$ cat config.mk
export PLATFORM = sky130hd
export DESIGN_NAME = sram_sp_port_arbiter
export DESIGN_NICKNAME = d
export VERILOG_FILES = /design/src/rtl/sram_sp_port_arbiter.sv
export SDC_FILE = /design/constraint.sdc
export NUM_CORES = 1
export LEC_CHECK = 0
export CAP_MARGIN = 20
export CORE_MARGIN = 2
export CORE_UTILIZATION = 37
export DETAILED_ROUTE_END_ITERATION = 10
export PLACE_DENSITY = 0.83
export SLEW_MARGIN = 20
export SYNTH_ARGS = -nofsm -noshare
export SYNTH_HDL_FRONTEND = slang
export SYNTH_SLANG_ARGS = --single-unit
export TNS_END_PERCENT = 100
$ cat constraint.sdc
create_clock -name clk -period 3.2 [get_ports clk]
set_clock_uncertainty 0.1 [all_clocks]
set_input_delay 0.48 -clock clk [delete_from_list [all_inputs] [get_ports clk]]
set_output_delay 0.48 -clock clk [all_outputs]
set_load 0.05 [all_outputs]
$ cat src/rtl/sram_sp_port_arbiter.sv
// Single-port SRAM arbiter: write-priority with a bounded write burst, plus a
// 2-entry return FIFO so the read consumer can apply backpressure.
module sram_sp_port_arbiter #(
  parameter int unsigned DATA_W       = 64,
  parameter int unsigned ADDR_W       = 9,
  parameter int unsigned MAX_WR_BURST = 4
) (
  input  logic              clk,
  input  logic              rst_n,
  input  logic              clk_en,
  input  logic              flush,
  input  logic              wr_req,
  input  logic [ADDR_W-1:0] wr_addr,
  input  logic [DATA_W-1:0] wr_data,
  output logic              wr_gnt,
  input  logic              rd_req,
  input  logic [ADDR_W-1:0] rd_addr,
  output logic              rd_gnt,
  output logic [DATA_W-1:0] rd_data,
  output logic              rd_data_valid,
  input  logic              rd_data_ready,
  output logic [ADDR_W-1:0] addr_to_mem,
  output logic [DATA_W-1:0] data_to_mem,
  output logic              wen_to_mem,
  output logic              ren_to_mem,
  input  logic [DATA_W-1:0] data_from_mem
);

  localparam int unsigned BW = $clog2(MAX_WR_BURST + 1);

  logic [DATA_W-1:0] fifo_head;
  logic [DATA_W-1:0] fifo_tail;
  logic [1:0]        fifo_cnt;
  logic              inflight;
  logic [BW-1:0]     wr_burst_cnt;

  logic              active;
  logic              pop;
  logic [2:0]        occupancy;
  logic              rd_elig;
  logic              burst_full;

  assign active        = clk_en & rst_n & ~flush;
  assign rd_data       = fifo_head;
  assign rd_data_valid = (fifo_cnt != 2'd0);
  assign pop           = rd_data_valid & rd_data_ready;

  // Count the in-flight read as occupied so its return always has a slot.
  assign occupancy  = {1'b0, fifo_cnt} + {2'b00, inflight} - {2'b00, pop};
  assign rd_elig    = rd_req & (occupancy < 3'd2);
  assign burst_full = (wr_burst_cnt == BW'(MAX_WR_BURST));

  always_comb begin
    wr_gnt = 1'b0;
    rd_gnt = 1'b0;
    if (active) begin
      if (wr_req && !(rd_elig && burst_full)) wr_gnt = 1'b1;
      else if (rd_elig)                       rd_gnt = 1'b1;
    end
  end

  always_comb begin
    addr_to_mem = '0;
    data_to_mem = '0;
    wen_to_mem  = 1'b0;
    ren_to_mem  = 1'b0;
    if (wr_gnt) begin
      wen_to_mem  = 1'b1;
      addr_to_mem = wr_addr;
      data_to_mem = wr_data;
    end else if (rd_gnt) begin
      ren_to_mem  = 1'b1;
      addr_to_mem = rd_addr;
    end
  end

  always_ff @(posedge clk) begin
    if (!rst_n || flush) begin
      fifo_head    <= '0;
      fifo_tail    <= '0;
      fifo_cnt     <= '0;
      inflight     <= 1'b0;
      wr_burst_cnt <= '0;
    end else if (clk_en) begin
      inflight <= rd_gnt;

      if (rd_gnt || !rd_elig)                 wr_burst_cnt <= '0;
      else if (wr_gnt && !burst_full)         wr_burst_cnt <= wr_burst_cnt + BW'(1);

      // Shift FIFO: tail is kept at zero whenever it holds no entry, so a pop
      // that empties the FIFO leaves the head register at zero.
      case ({inflight, pop})
        2'b10: begin
          if (fifo_cnt == 2'd0) fifo_head <= data_from_mem;
          else                  fifo_tail <= data_from_mem;
          fifo_cnt <= fifo_cnt + 2'd1;
        end
        2'b01: begin
          fifo_head <= fifo_tail;
          fifo_tail <= '0;
          fifo_cnt  <= fifo_cnt - 2'd1;
        end
        2'b11: begin
          if (fifo_cnt == 2'd2) begin
            fifo_head <= fifo_tail;
            fifo_tail <= data_from_mem;
          end else begin
            fifo_head <= data_from_mem;
          end
        end
        default: ;
      endcase
    end
  end

endmodule
==> results.toml, run 1 <==
[finish]
layout.cells.non_filler = 1267
area_growth_syn_to_layout_pct = 81.6
layout_common_cells = "clkdlybuf4s50_1, o21ai_0, dfxtp_1"
nets = 1188
fillers = 1207
layout_commonest_cell = "clkdlybuf4s50_1"
post-route-util = 0.678
finalInstanceArea_sq_um = 11100
layout-drive-gt1-share = 0.238

[routing]
wl_mm = 27.3
vias_per_cell = 5.70
drc = 0
final_antenna_net_count = 0
drtPass1Iterations = 5
drt_iter0_drc = 815
wl_per_cell_microns = 21.6
via_count = 7217

[logic_synthesis]
syn_inst = 750
synth_nets = 911
synth_seq_cells = 134
ys_types = 38
synth_ff_type = "dfxtp_1"
synth.cell_area_sq_um = 6130
yosysWarnings = 0
synth_seq_area_share = 0.438
syn_area_per_cell_sq_um = 8.17
synth-edff-count = 0
async_flop_share = 0

[clocking]
ctsHoldBuffers = 0
clockBufferDepth = 2
cts_htree_levels = 4
root_buffer = "clkbuf_16"
clk_pin_slew_ps = 60
cts_tree = "built"
cts_made_buffers = 17
clock_latency_ps = 420
cts_sinks = 134

[pwr]
total_power_mw = 4.26
switching_power_mw = 1.10
vdd.ir_drop.worst_mv = 0.352
pwr-share-seq = 0.395
clkPwrFrac = 0.469
internal_power_mw = 3.17
p_sw_frac = 0.257
p_comb_frac = 0.136
powerDensity_nw_per_um2 = 383
leakagePower_nw = 4.02

[placement]
place_ws_ps = -868
dpl.hpwl_mm = 18.7
gp_congestion = 0.978
place_area_sq_um = 10300
portBuffers = 294
dp.cells = 1216

[worst_setup_path]
crit_path_start_kind = "register"
cp_max_fo = 17
cp.required_ps = 2620
path_class = "register to output pin"
worstPathArrival_ps = 2860
cp-end-kind = "output pin"

[grt]
antenna_found_initial = 14
grt_first_pass_wirelength_mm = 41.5
grt_max_degree = 70
gr-total-overflow = 0
grtUsageTotal = 0.307
grt_pass1_vias = 6999

[sta]
period_needed_ps = 3440
hold_slack_ps = 376
slew_violations = 0
finalSetupViolations = 77
worst_pin_slew_ps = 851
slew_headroom = 0.431
fmax_ghz = 0.291
fin_ws_ps = -236
fin_tns_setup_ps = -14960
fin_crit_sh = 1.07
rsz0062_at_grt = "true"
hold_violations = 0

[worst_hold_path]
holdCritPathClass = "register to register"

[run_status]
status = "complete, but fails checks"
violations = "setup timing"

[die]
ioPinCount = 295
initial_core_util = 0.374
core_area_sq_um = 16400
rows = 47
die_h_microns = 133
fp.dieArea_sq_um = 17600
die_x_microns = 133

[run]
cap_violations = 0
## power groups by stage
stage / Clock (mW) / Sequential, mW / Combinational [mW]
2_1_floorplan: 0 / 1.74 / 0.178
3_3_place_gp: 0 / 1.72 / 0.544
3_5_place_dp: 0 / 1.72 / 0.548
4_1_cts: 2.02 / 1.68 / 0.575
5_1_grt: 2.09 / 1.68 / 0.604
6_report: 2.00 / 1.68 / 0.581
## path summary, 6_finish.rpt
path,startpoint,endpoint,slack [ps],cells past startpoint
min,fifo_tail[15],fifo_tail[15],380,2
min reg2reg,fifo_tail[15],fifo_tail[15],380,2
max reg2reg,fifo_cnt[0],inflight,640,9
max,fifo_cnt[0],data_to_mem[1],-240,10
## cell type report
class	count	area, sq um	area share
Clock inverter	14	163	0.0146
Sequential cell	134	2680	0.241
Antenna cell	7	17.5	0.00157
Timing Repair Buffer	331	4090	0.367
Clock buffer	18	439	0.0395
Tap cell	220	275	0.0247
Multi-Input combinational cell	535	3440	0.309
Inverter	8	30.0	0.00270
## flip-flops by register name, indices dropped and copies added (netlist names)
| signal | cells |
|---|---|
| fifo_cnt | 2 |
| fifo_tail | 64 |
| inflight | 1 |
| rd_data | 64 |
| wr_burst_cnt | 3 |
## critical path, cell delays in order, from the launching register on
cell and delay [ps]:
dfxtp_2 320, o21a_4 220, ha_4 260, nand2b_4 110
fa_2 430, nand4_1 150, o21ai_4 80, buf_12 150
nor2_4 300, and2_1 250, buf_12 150
## cell usage after synthesis, types with 7 or more instances
library cell	number	area share
a21oi_1	67	0.055
dfxtp_1	134	0.44
nand2_1	24	0.015
inv_1	8	0.0049
and2_1	64	0.065
o21ai_1	11	0.0090
ha_1	7	0.014
clkbuf_1	29	0.018
o21ai_0	182	0.15
o22ai_1	9	0.0092
nor2_1	71	0.043
clkbuf_2	11	0.0090
buf_2	33	0.027
a221oi_1	64	0.091
## logic make-up (layout without fill, tap and decap cells)
logic type               Yosys count  in the layout  synth area share
multiplexers                       1              1           0.00225
AND/OR/NAND/NOR                  177            181             0.147
other                              0              7                 0
adder cells (fa/ha/maj)            8              8            0.0176
buffers and inverters             85            371            0.0635
XOR/XNOR                           3              3           0.00551
flip-flops                       134            134             0.438
AO/OA/AOI/OAI                    342            342             0.327
## routing by layer
layer	wire length, microns	GRT usage
met5	54	0
met4	1200	0.151
met3	2110	0.0939
met1	10600	0.357
met2	13400	0.514
## what timing repair did
action / CTS / global route
cloned: 6 / 0
setup endpoints to repair: 77 / 77
gates resized for setup: 32 / 4
pin swaps: 15 / 11
hold endpoints to repair: 0 / 0
setup buffers: 7 / 0
No activity file was read; power rests on OpenSTA's default activity.
==> run 2: changes to the inputs <==
--- a/config.mk
+++ b/config.mk
@@ -7,9 +7,9 @@
 export LEC_CHECK = 0
 export CAP_MARGIN = 20
 export CORE_MARGIN = 2
-export CORE_UTILIZATION = 37
+export CORE_UTILIZATION = 41
 export DETAILED_ROUTE_END_ITERATION = 10
-export PLACE_DENSITY = 0.83
+export PLACE_DENSITY = 0.87
 export SLEW_MARGIN = 20
 export SYNTH_ARGS = -nofsm -noshare
 export SYNTH_HDL_FRONTEND = slang
==> constraint.sdc (replaced) <==
create_clock -name clk -period 3.75 [get_ports clk]
set_clock_uncertainty 0.1 [all_clocks]
set_input_delay 0.5625 -clock clk [delete_from_list [all_inputs] [get_ports clk]]
set_output_delay 0.5625 -clock clk [all_outputs]
set_load 0.05 [all_outputs]
==> run 2 against run 1 <==
  * The run now ends clean
  * Sequential power is 14% lower
  * Total power down 17%
  * Clock power decreased by 19%
==> results.toml, run 2 (same netlist as run 1, synthesis figures left out) <==
[grt]
grt_first_pass_wirelength_mm = 39.0
grt_use_met3 = 0.0858
grt_max_degree = 70
use_met2 = 0.530
gr-total-overflow = 0
grt_pass1_vias = 6602
busiest_layer = "met2"
antenna_found_initial = 6
grt_use_met1 = 0.388
grtUsageTotal = 0.317

[pwr]
powerDensity_nw_per_um2 = 324
p_sw_frac = 0.269
p_comb_frac = 0.136
clkPwrFrac = 0.457
switching_power_uw = 951
pwr-share-seq = 0.407
vdd.ir_drop.worst_mv = 0.367
leakagePower_nw = 3.99
internal_power_mw = 2.58

[clocking]
clock_latency_ps = 420
clk_pin_slew_ps = 60
cts_made_buffers = 17
cts_sinks = 134
root_buffer = "clkbuf_16"
clockBufferDepth = 2
cts_htree_levels = 4
cts_tree = "built"

[die]
die_x_microns = 126
ioPinCount = 295
core_area_sq_um = 14600
rows = 44
die_h_microns = 126
initial_core_util = 0.420
fp.dieArea_sq_um = 15900

[sta]
fin_crit_sh = 0.972
slew_violations = 0
finalSetupViolations = 0
slew_headroom = 0.442
period_needed_ps = 3640
worst_pin_slew_ps = 833
hold_violations = 0
rsz0062_at_grt = "false"
fin_ws_ps = 106
fmax_ghz = 0.274

[finish]
layout_commonest_cell = "clkdlybuf4s50_1"
fillers = 960
layout_common_cells = "clkdlybuf4s50_1, o21ai_0, dfxtp_1"
area_growth_syn_to_layout_pct = 77.9
multi_input_area_sq_um = 3340
regArea_sq_um = 2680
finalInstanceArea_sq_um = 10900
layout-drive-gt1-share = 0.217
layout.cells.non_filler = 1219
nets = 1179

[placement]
dpl.hpwl_mm = 18.6
dp.cells = 1177
gp_congestion = 0.997
place_ws_ps = -177
portBuffers = 294
place_area_sq_um = 10000

[run]
cap_violations = 0

[routing]
drt_iter0_drc = 892
wl_per_cell_microns = 22.0
wl_mm = 26.9
final_antenna_net_count = 0
via_count = 7231
drc = 0
drtPass1Iterations = 5
vias_per_cell = 5.93

[worst_hold_path]
holdCritPathClass = "register to register"

[run_status]
status = "finished clean"

[worst_setup_path]
cp_max_fo = 18
cp-end-kind = "output pin"
cp.required_ps = 3090
crit_path_start_kind = "register"
path_class = "register to output pin"
worstPathArrival_ps = 2980
[run 2: area by class of cell]
type | instances | area share
Clock buffer | 18 | 0.0403
Multi-Input combinational cell | 532 | 0.306
Inverter | 8 | 0.00275
Tap cell | 184 | 0.0211
Antenna cell | 4 | 0.000918
Clock inverter | 14 | 0.0119
Timing Repair Buffer | 325 | 0.371
Sequential cell | 134 | 0.246
[run 2: power by group through the flow]
stage               registers [mW]  logic [mW]  clock network, mW
floorplan                     1.48       0.137                  0
global placement              1.47       0.445                  0
detailed placement            1.47       0.447                  0
CTS                           1.44       0.451               1.62
global route                  1.44       0.499               1.69
finish                        1.44       0.481               1.62
[run 2: routing by layer]
metal / part of all wire / vias to the layer above
li1: - / 3231
met2: 0.49 / 473
met3: 0.088 / 75
met5: 0.0010 / -
met1: 0.38 / 3448
met4: 0.040 / 4
[run 2: critical path, cell delays in order (launching register included)]
cell      delay (ps)
dfxtp_2          450
o21a_1           200
ha_4             210
nand2b_4         140
fa_2             530
nand4_1          140
o21ai_4          210
nor2_4            60
buf_12           140
buf_12           150
and2_4           180
buf_12           140
[run 2: final timing paths]
kind / start / endpoint / slack, ps / cells past startpoint
max: fifo_cnt[0] / data_to_mem[29] / 110 / 11
min: fifo_tail[26] / fifo_tail[26] / 380 / 2
max reg2reg: fifo_cnt[0] / inflight / 1040 / 9
min reg2reg: fifo_tail[26] / fifo_tail[26] / 380 / 2
[run 2: metrics by stage]
step	total power [mW]	utilization	hold WS, ps	TNS (ps)
CTS	3.51	0.726	375	-18.9
finish	3.53	0.747	377	0
floorplan	1.62	-	354	-790
global placement	1.91	0.685	361	-995
detailed placement	1.91	0.685	366	-2160
global route	3.63	0.747	394	0
[run 2: repair_timing]
item,4_1_cts,5_1_grt
hold buffers,0,0
pin swaps,1,4
endpoints found under the setup margin,34,75
gates resized for setup,6,69
buffers inserted,0,3
gates cloned,0,3
